### config.mk
export PLATFORM = sky130hd
export DESIGN_NAME = wide_add_sequencer
export DESIGN_NICKNAME = d
export VERILOG_FILES = /design/src/rtl/wide_add_sequencer.sv
export SDC_FILE = /design/constraint.sdc
export NUM_CORES = 1
export LEC_CHECK = 0
export CORE_ASPECT_RATIO = 1.75
export CORE_MARGIN = 2
export CORE_UTILIZATION = 40
export DETAILED_ROUTE_END_ITERATION = 16
export PLACE_DENSITY = 0.72
export SETUP_SLACK_MARGIN = 0.15
export SYNTH_ARGS = -nofsm -noshare
export SYNTH_HDL_FRONTEND = slang
export SYNTH_SLANG_ARGS = --single-unit
### constraint.sdc
create_clock -name clk -period 23 [get_ports clk]
set_input_delay 6.9 -clock clk [delete_from_list [all_inputs] [get_ports clk]]
set_output_delay 6.9 -clock clk [all_outputs]
set_load 0.005 [all_outputs]
### src/rtl/wide_add_sequencer.sv
// wide_add_sequencer: multi-precision add/subtract built around one shared
// 32-bit ripple adder. One word is processed per clock, LSW first, with the
// inter-word carry held in a register. Also defines the full_adder_32bit
// datapath it time-shares.

// 32-bit ripple-carry adder used as the only arithmetic element of the sequencer.
module full_adder_32bit (
  input  logic [31:0] a_i,
  input  logic [31:0] b_i,
  input  logic        cin_i,
  output logic [31:0] sum_o,
  output logic        cout_o
);

  logic [32:0] carry_w;

  assign carry_w[0] = cin_i;

  // One full-adder cell per bit, carry rippling upward.
  for (genvar gi = 0; gi < 32; gi++) begin : g_bit
    assign sum_o[gi]       = a_i[gi] ^ b_i[gi] ^ carry_w[gi];
    assign carry_w[gi + 1] = (a_i[gi] & b_i[gi]) | (carry_w[gi] & (a_i[gi] ^ b_i[gi]));
  end

  assign cout_o = carry_w[32];

endmodule

module wide_add_sequencer #(
  parameter int NWORDS = 4
) (
  input  logic                 clk,
  input  logic                 rst,
  input  logic                 start,
  input  logic                 sub,
  input  logic [32*NWORDS-1:0] a,
  input  logic [32*NWORDS-1:0] b,
  output logic                 busy,
  output logic                 done,
  output logic [32*NWORDS-1:0] result,
  output logic                 cout,
  output logic                 ovf
);

  localparam int W    = 32 * NWORDS;
  localparam int IDXW = $clog2(NWORDS);
  localparam logic [IDXW-1:0] LAST_IDX = IDXW'(NWORDS - 1);

  typedef enum logic [1:0] {
    IDLE = 2'd0,
    RUN  = 2'd1,
    DONE = 2'd2
  } state_t;

  state_t          state_q, state_d;
  logic [W-1:0]    a_q, a_d;
  logic [W-1:0]    b_q, b_d;      // holds ~b for subtraction
  logic            carry_q, carry_d;
  logic [IDXW-1:0] idx_q, idx_d;
  logic [W-1:0]    result_q, result_d;
  logic            cout_q, cout_d;
  logic            ovf_q, ovf_d;

  // Bit offset of the current word inside the wide operands.
  logic [IDXW+4:0] word_base;
  logic [31:0]     a_word, b_word, sum_w;
  logic            cout_w;

  assign word_base = {idx_q, 5'b00000};
  assign a_word    = a_q[word_base +: 32];
  assign b_word    = b_q[word_base +: 32];

  full_adder_32bit u_adder (
    .a_i    (a_word),
    .b_i    (b_word),
    .cin_i  (carry_q),
    .sum_o  (sum_w),
    .cout_o (cout_w)
  );

  // State and datapath registers; async reset discards any operation in flight.
  always_ff @(posedge clk or posedge rst) begin
    if (rst) begin
      state_q  <= IDLE;
      a_q      <= '0;
      b_q      <= '0;
      carry_q  <= 1'b0;
      idx_q    <= '0;
      result_q <= '0;
      cout_q   <= 1'b0;
      ovf_q    <= 1'b0;
    end else begin
      state_q  <= state_d;
      a_q      <= a_d;
      b_q      <= b_d;
      carry_q  <= carry_d;
      idx_q    <= idx_d;
      result_q <= result_d;
      cout_q   <= cout_d;
      ovf_q    <= ovf_d;
    end
  end

  // Next-state and datapath update: accept in IDLE, one word per cycle in RUN.
  always_comb begin
    state_d  = state_q;
    a_d      = a_q;
    b_d      = b_q;
    carry_d  = carry_q;
    idx_d    = idx_q;
    result_d = result_q;
    cout_d   = cout_q;
    ovf_d    = ovf_q;
    case (state_q)
      IDLE: begin
        if (start) begin
          state_d  = RUN;
          a_d      = a;
          // Subtraction is A + ~B + 1; the +1 enters as the initial carry.
          b_d      = sub ? ~b : b;
          carry_d  = sub;
          idx_d    = '0;
          result_d = '0;
          cout_d   = 1'b0;
          ovf_d    = 1'b0;
        end
      end
      RUN: begin
        result_d[word_base +: 32] = sum_w;
        carry_d = cout_w;
        if (idx_q == LAST_IDX) begin
          state_d = DONE;
          cout_d  = cout_w;
          // Operand signs agree but the result sign differs.
          ovf_d   = (a_q[W-1] == b_q[W-1]) && (sum_w[31] != a_q[W-1]);
        end else begin
          idx_d = idx_q + 1'b1;
        end
      end
      DONE: begin
        state_d = IDLE;
      end
      default: begin
        state_d = IDLE;
      end
    endcase
  end

  assign busy   = (state_q == RUN);
  assign done   = (state_q == DONE);
  assign result = result_q;
  assign cout   = cout_q;
  assign ovf    = ovf_q;

endmodule

After elaboration in Yosys (flattened, before gate mapping)
Cells that the tools add are included.
- shift operators: 4
- eq/ne operators: 8
- bitwise operators: 161
- multiplexer cells: 17
- add/sub/neg operators: 2
- reductions and logical operators: 8
- operator list (operator ; number):
    $mux 128 ; 2
    $pmux 128 s2 ; 1
    $shiftx 128x8->32 ; 2
    $bwmux 128 ; 1
    $not 128->128 ; 1
    $shift 32x9->128 const A ; 1
    $shiftx 32x9->128 ; 1
    $and 1x1->1 ; 64
    $xor 1x1->1 ; 64
    $or 1x1->1 ; 32
    $neg 7->9 ; 1
    $mux 2 ; 4
    $pmux 2 s2 ; 2
    $pmux 1 s2 ; 3
    $reduce_and 2->1 ; 3
    $reduce_and 3->1 ; 2
    $eq 2x2->1 const B ; 2
    $mux 1 ; 4
    $ne 2x2->1 const B ; 2
    $add 2x1->2 const B ; 1
    $eq 2x1->1 const B ; 1
    $logic_not 2->1 ; 1
    $ne 2x1->1 const B ; 1
    $reduce_bool 2->1 ; 1
    other kinds (3) ; 3
- input bits: 260
- word-level logic and storage cells: 208
- output and inout port bits: 132
- flip-flop bits (word level): 391

Depth between registers and ports, before layout
- word-level depth: 69
- depth in mapped cells: 43
- mapped depth without buffers: 40

Hierarchy
From an unflattened synthesis, not the netlist that was laid out.
- cells, all modules: 1558
- area, all modules: 17888.4 sq um
- modules (own cells, without submodules) (module ; cells an instance ; times used ; sequential area each (sq um) ; area an instance (sq um)):
    wide_add_sequencer ; 1516 ; 1 ; 9784.4 ; 17210.3
    full_adder_32bit ; 42 ; 1 ; 0.0 ; 678.2

Worst setup path before layout
Ideal clock, no wire load.
- kind: flip-flop to flip-flop
- start point: register idx_q[1]
- end point: register ovf_q, in the netlist ovf
- cell stages (with the launch flop): 43
- setup slack: 7.020 ns
- data required time: 22.879 ns
- library setup time: 0.121 ns
- clock period less this slack: 15.980 ns
- arrival: 15.859 ns
- buffers on the path: 2
- cells stage by stage: dfrtp_1 buf_2 clkbuf_1 mux4_2 inv_1 fa_1 fa_1 fa_1 fa_1 fa_1 fa_1 fa_1 fa_1 fa_1 fa_1 fa_1 fa_1 fa_1 (+7 left out) fa_1 fa_1 fa_1 fa_1 fa_1 fa_1 fa_1 fa_1 fa_1 inv_1 fa_1 inv_1 fa_1 inv_1 fa_1 nand2b_1 o22ai_1 a22o_1
- cells in the longest elaborated chain, start to end: 69
- elaborated cells on any way between the ends: 135
- those cells by class: eq/ne (3); shift (2); mux (2); bitwise (126); reduce/logical (2)
- RTL lines (element ; line ; RTL):
    start, declared ; 59 ; logic [IDXW-1:0] idx_q, idx_d;
    start signal, assigned ; 97 ; idx_q <= idx_d;
    $shiftx 128x8->32 (on tied branches) ; 70, 71 ;
    $xor 1x1->1 ; 22 ; assign carry_w[gi + 1] = (a_i[gi] & b_i[gi]) | (carry_w[gi] & (a_i[gi] ^ b_i[gi]));
    $and 1x1->1 ; 22 ;
    $or 1x1->1 ; 22 ;
    $and 1x1->1 ; 22 ;
    $or 1x1->1 ; 22 ;
    $and 1x1->1 ; 22 ;
    $or 1x1->1 ; 22 ;
    (+53 left out) ; - ;
    $or 1x1->1 ; 22 ;
    $and 1x1->1 ; 22 ;
    $or 1x1->1 ; 22 ;
    $xor 1x1->1 ; 21 ; assign sum_o[gi] = a_i[gi] ^ b_i[gi] ^ carry_w[gi];
    $ne 1x1->1 ; 135 ; ovf_d = (a_q[W-1] == b_q[W-1]) && (sum_w[31] != a_q[W-1]);
    $logic_and 1x1->1 ; 135 ;
    $mux 1 ; 131 ; if (idx_q == LAST_IDX) begin
    $pmux 1 s2 ; 114 ; case (state_q)
    end signal, assigned ; 100 ; ovf_q <= ovf_d;
    end, declared ; 62 ; logic ovf_q, ovf_d;
Parallel ways exist; a longest one is shown, timed or not. The select of a mux whose other input is x is not followed.
A chain may end at the register's enable or synchronous reset.

Final worst setup path
Ends and elaborated chain as after synthesis.

==> flow_metrics.env <==
export IMPL_synth_edf_count=0
export IMPL_fin_setup_tns_ns=0
export IMPL_layout_cells_most_common_list="nand2_1, clkdlybuf4s50_1, dfrtp_1, xnor2_1, o2bb2ai_1"
export IMPL_synth_top_cell_by_area="dfrtp_1"
export IMPL_synth_cell_types=36
export IMPL_grt_max_degree=188
export IMPL_period_minus_slack_ns=16.65
export IMPL_critical_path_class="flip-flop to flip-flop"
export IMPL_cts_root_buffer="clkbuf_16"
export IMPL_slew_headroom_pct=27.5
export IMPL_initial_utilization_pct=40.5
export IMPL_grt_total_usage_pct=22.1
export IMPL_fin_crit_sh_pct=72.4
export IMPL_synth_area_leaders="dfrtp_1, nand2_1, mux4_2, xnor2_1, o2bb2ai_1"
export IMPL_routabilityCongestion=0.875
export IMPL_drt_iter0_markers=902
export IMPL_nFillCells=3896
export IMPL_multi_input_area_mm2=0.00717
export IMPL_hold_violations=0
export IMPL_ctsHtreeMaxLevel=2
export IMPL_pin_count=392
export IMPL_grt_pass1_wl_um=78300
export IMPL_dieArea_mm2=0.0466
export IMPL_clock_sinks=391
export IMPL_io_buffers=391
export IMPL_die_x_um=164
export IMPL_slew_violations=0
export IMPL_ant_nets=0
export IMPL_layout_commonest_cell="nand2_1"
export IMPL_yosys_area_top_type_share_pct=54.6
export IMPL_grt_pass1_vias=13700
export IMPL_antenna_found_initial=9
export IMPL_tritoncts="built"
export IMPL_p_leak_uw=0.0102
export IMPL_ir_drop_uv=77.9
export IMPL_syn_area_per_cell_um2=11.1
export IMPL_grt_ovfl_total=0
export IMPL_cp_start_kind="flip-flop"
export IMPL_rows=102
export IMPL_synth_cells=1608
export IMPL_wl_per_cell_um=19.9
export IMPL_clockBufferDepth=3
export IMPL_drc=0
export IMPL_crit_path_top_delay_cell="dfrtp_4"
export IMPL_syn_nets=1904
export IMPL_cp_arrival_ns=17.06
export IMPL_hp_class="flip-flop to flip-flop"
export IMPL_max_cap_viol_count=0
export IMPL_ys_seq_area_share_pct=54.6
export IMPL_synth_top_flop_cell="dfrtp_1"
export IMPL_fin_nets=2238
export IMPL_fmax_ghz=0.0601
export IMPL_post_dp_hpwl_um=36900
export IMPL_wl_met3_um=2360
export IMPL_crit_path_end_kind="flip-flop"
export IMPL_ys_ff_latch=391
export IMPL_cts_hold_buffers=0
export IMPL_top_layer="met5"
export IMPL_rsz0062_at_grt="no"
export IMPL_drive_gt1_share_pct=7.33
export IMPL_powerDensity_mw_per_mm2=146
export IMPL_vias=12900
export IMPL_area_delta_synth_final_pct=29.5
export IMPL_clk_transition_reported_paths_ns=0.06
export IMPL_worst_slew_pin_slew_ns=1.09
export IMPL_final_setup_skew_ns=0.0151
export IMPL_wl_met2_um=25000
export IMPL_core_area_mm2=0.0443
export IMPL_cts_buffers_inserted=37
export IMPL_vias_per_cell=5.08
export IMPL_regArea_mm2=0.00979
export IMPL_required_ns=23.41
export IMPL_cts_setup_buffers=0
export IMPL_synth_area_mm2=0.0179
export IMPL_cpMostUsedCell="fa_1"
export IMPL_crit_fanout=47
export IMPL_slowest_delay_ns=0.90
export IMPL_ys_async_sr_fraction_pct=100
export IMPL_drt_wl_total_um=50700
export IMPL_wl_met1_um=20000
export IMPL_drt_first_pass_iters=5
export IMPL_cts_repair_resized=0
export IMPL_setup_viol=0
export IMPL_insertion_delay_ns=0.53
export IMPL_status="complete, no violations"
export IMPL_die_h_um=284
export IMPL_fin_util_pct=52.4
export IMPL_ys_warn_count=0
-- final timing paths --
check                         start          to  slack (ns)  cells past startpoint
setup / recovery           idx_q[1]         ovf        6.35                     40
hold reg to reg            a_q[102]    a_q[102]        0.47                      2
max in group asynchronous       rst  result[86]       14.41                      3
min in group asynchronous       rst   result[1]        6.96                      2
setup reg to reg           idx_q[1]         ovf        6.35                     40
hold / removal             a_q[102]    a_q[102]        0.47                      2
-- flip-flops by register name (all words and copies together), names as in the netlist --
register,flops
carry_q,1
ovf,1
a_q,128
cout,1
state_q,2
result,128
idx_q,2
b_q,128
-- stage by stage --
| stage | total power (µW) | setup slack [ns] | std cells | hold slack [ns] | area, µm² |
|---|---|---|---|---|---|
| 4_1_cts | 3440 | 6.15 | 2537 | 0.475 | 23200 |
| 2_1_floorplan | 2210 | 5.23 | 1608 | 0.440 | 17900 |
| 5_1_grt | 3650 | 5.78 | 2544 | 0.492 | 23200 |
| 3_5_place_dp | 2820 | 6.17 | 2475 | 0.460 | 22000 |
| 3_3_place_gp | 2760 | 6.18 | 2475 | 0.452 | 22000 |
| 6_report | 3400 | 6.35 | 2545 | 0.472 | 23200 |
-- routing by layer --
layer / vias up / global-route usage (%)
li1: 6004 / -
met1: 6369 / 27.8
met2: 421 / 36.1
met3: 130 / 2.99
met4: 2 / 13.3
met5: - / 0
-- layout make-up --
cell class              count  area share (%)
diodes                      8          0.0862
clock buffers              51            4.47
clock inverters            11           0.609
inverters                  72            1.20
multi-input cells        1031            30.9
flip-flops and latches    391            42.2
well taps                 572            3.08
repair buffers            409            17.5
-- where the power goes --
| part | internal [µW] | switching (µW) |
|---|---|---|
| clock network | 349 | 260 |
| registers | 983 | 200 |
| logic | 737 | 870 |
| total | 2070 | 1330 |
-- critical path, delay by kind of cell (launching register included) --
family,cells,cell delay (ns)
adders and majority gates,32,14.63
DFF,1,0.90
muxes,1,0.34
buffers and inverters,4,0.28
AOI/OAI and AO/OA,2,0.26
and+or+nand+nor,1,0.10
-- Yosys cell counts (2+ instances only) --
| library cell | instances |
|---|---|
| nand2_1 | 518 |
| dfrtp_1 | 391 |
| xnor2_1 | 128 |
| o2bb2ai_1 | 126 |
| o21ai_1 | 122 |
| inv_1 | 72 |
| mux4_2 | 64 |
| buf_2 | 45 |
| clkbuf_1 | 37 |
| fa_1 | 32 |
| buf_6 | 29 |
| o21ai_0 | 8 |
| a21o_1 | 4 |
| ha_1 | 4 |
| a22o_1 | 3 |
| buf_4 | 2 |
| nand2b_1 | 2 |
| nand3_1 | 2 |
| nand4_1 | 2 |
-- cells by family after synthesis --
logic type	count (synthesis)	share of synthesized area, %
simple gates	534	11.4
flops	391	54.6
compound gates	268	10.3
buf+inv	186	5.46
xor+xnor	128	6.25
mux	65	8.10
fa+ha+maj	36	3.85
No activity file was read; power rests on OpenSTA's default activity.
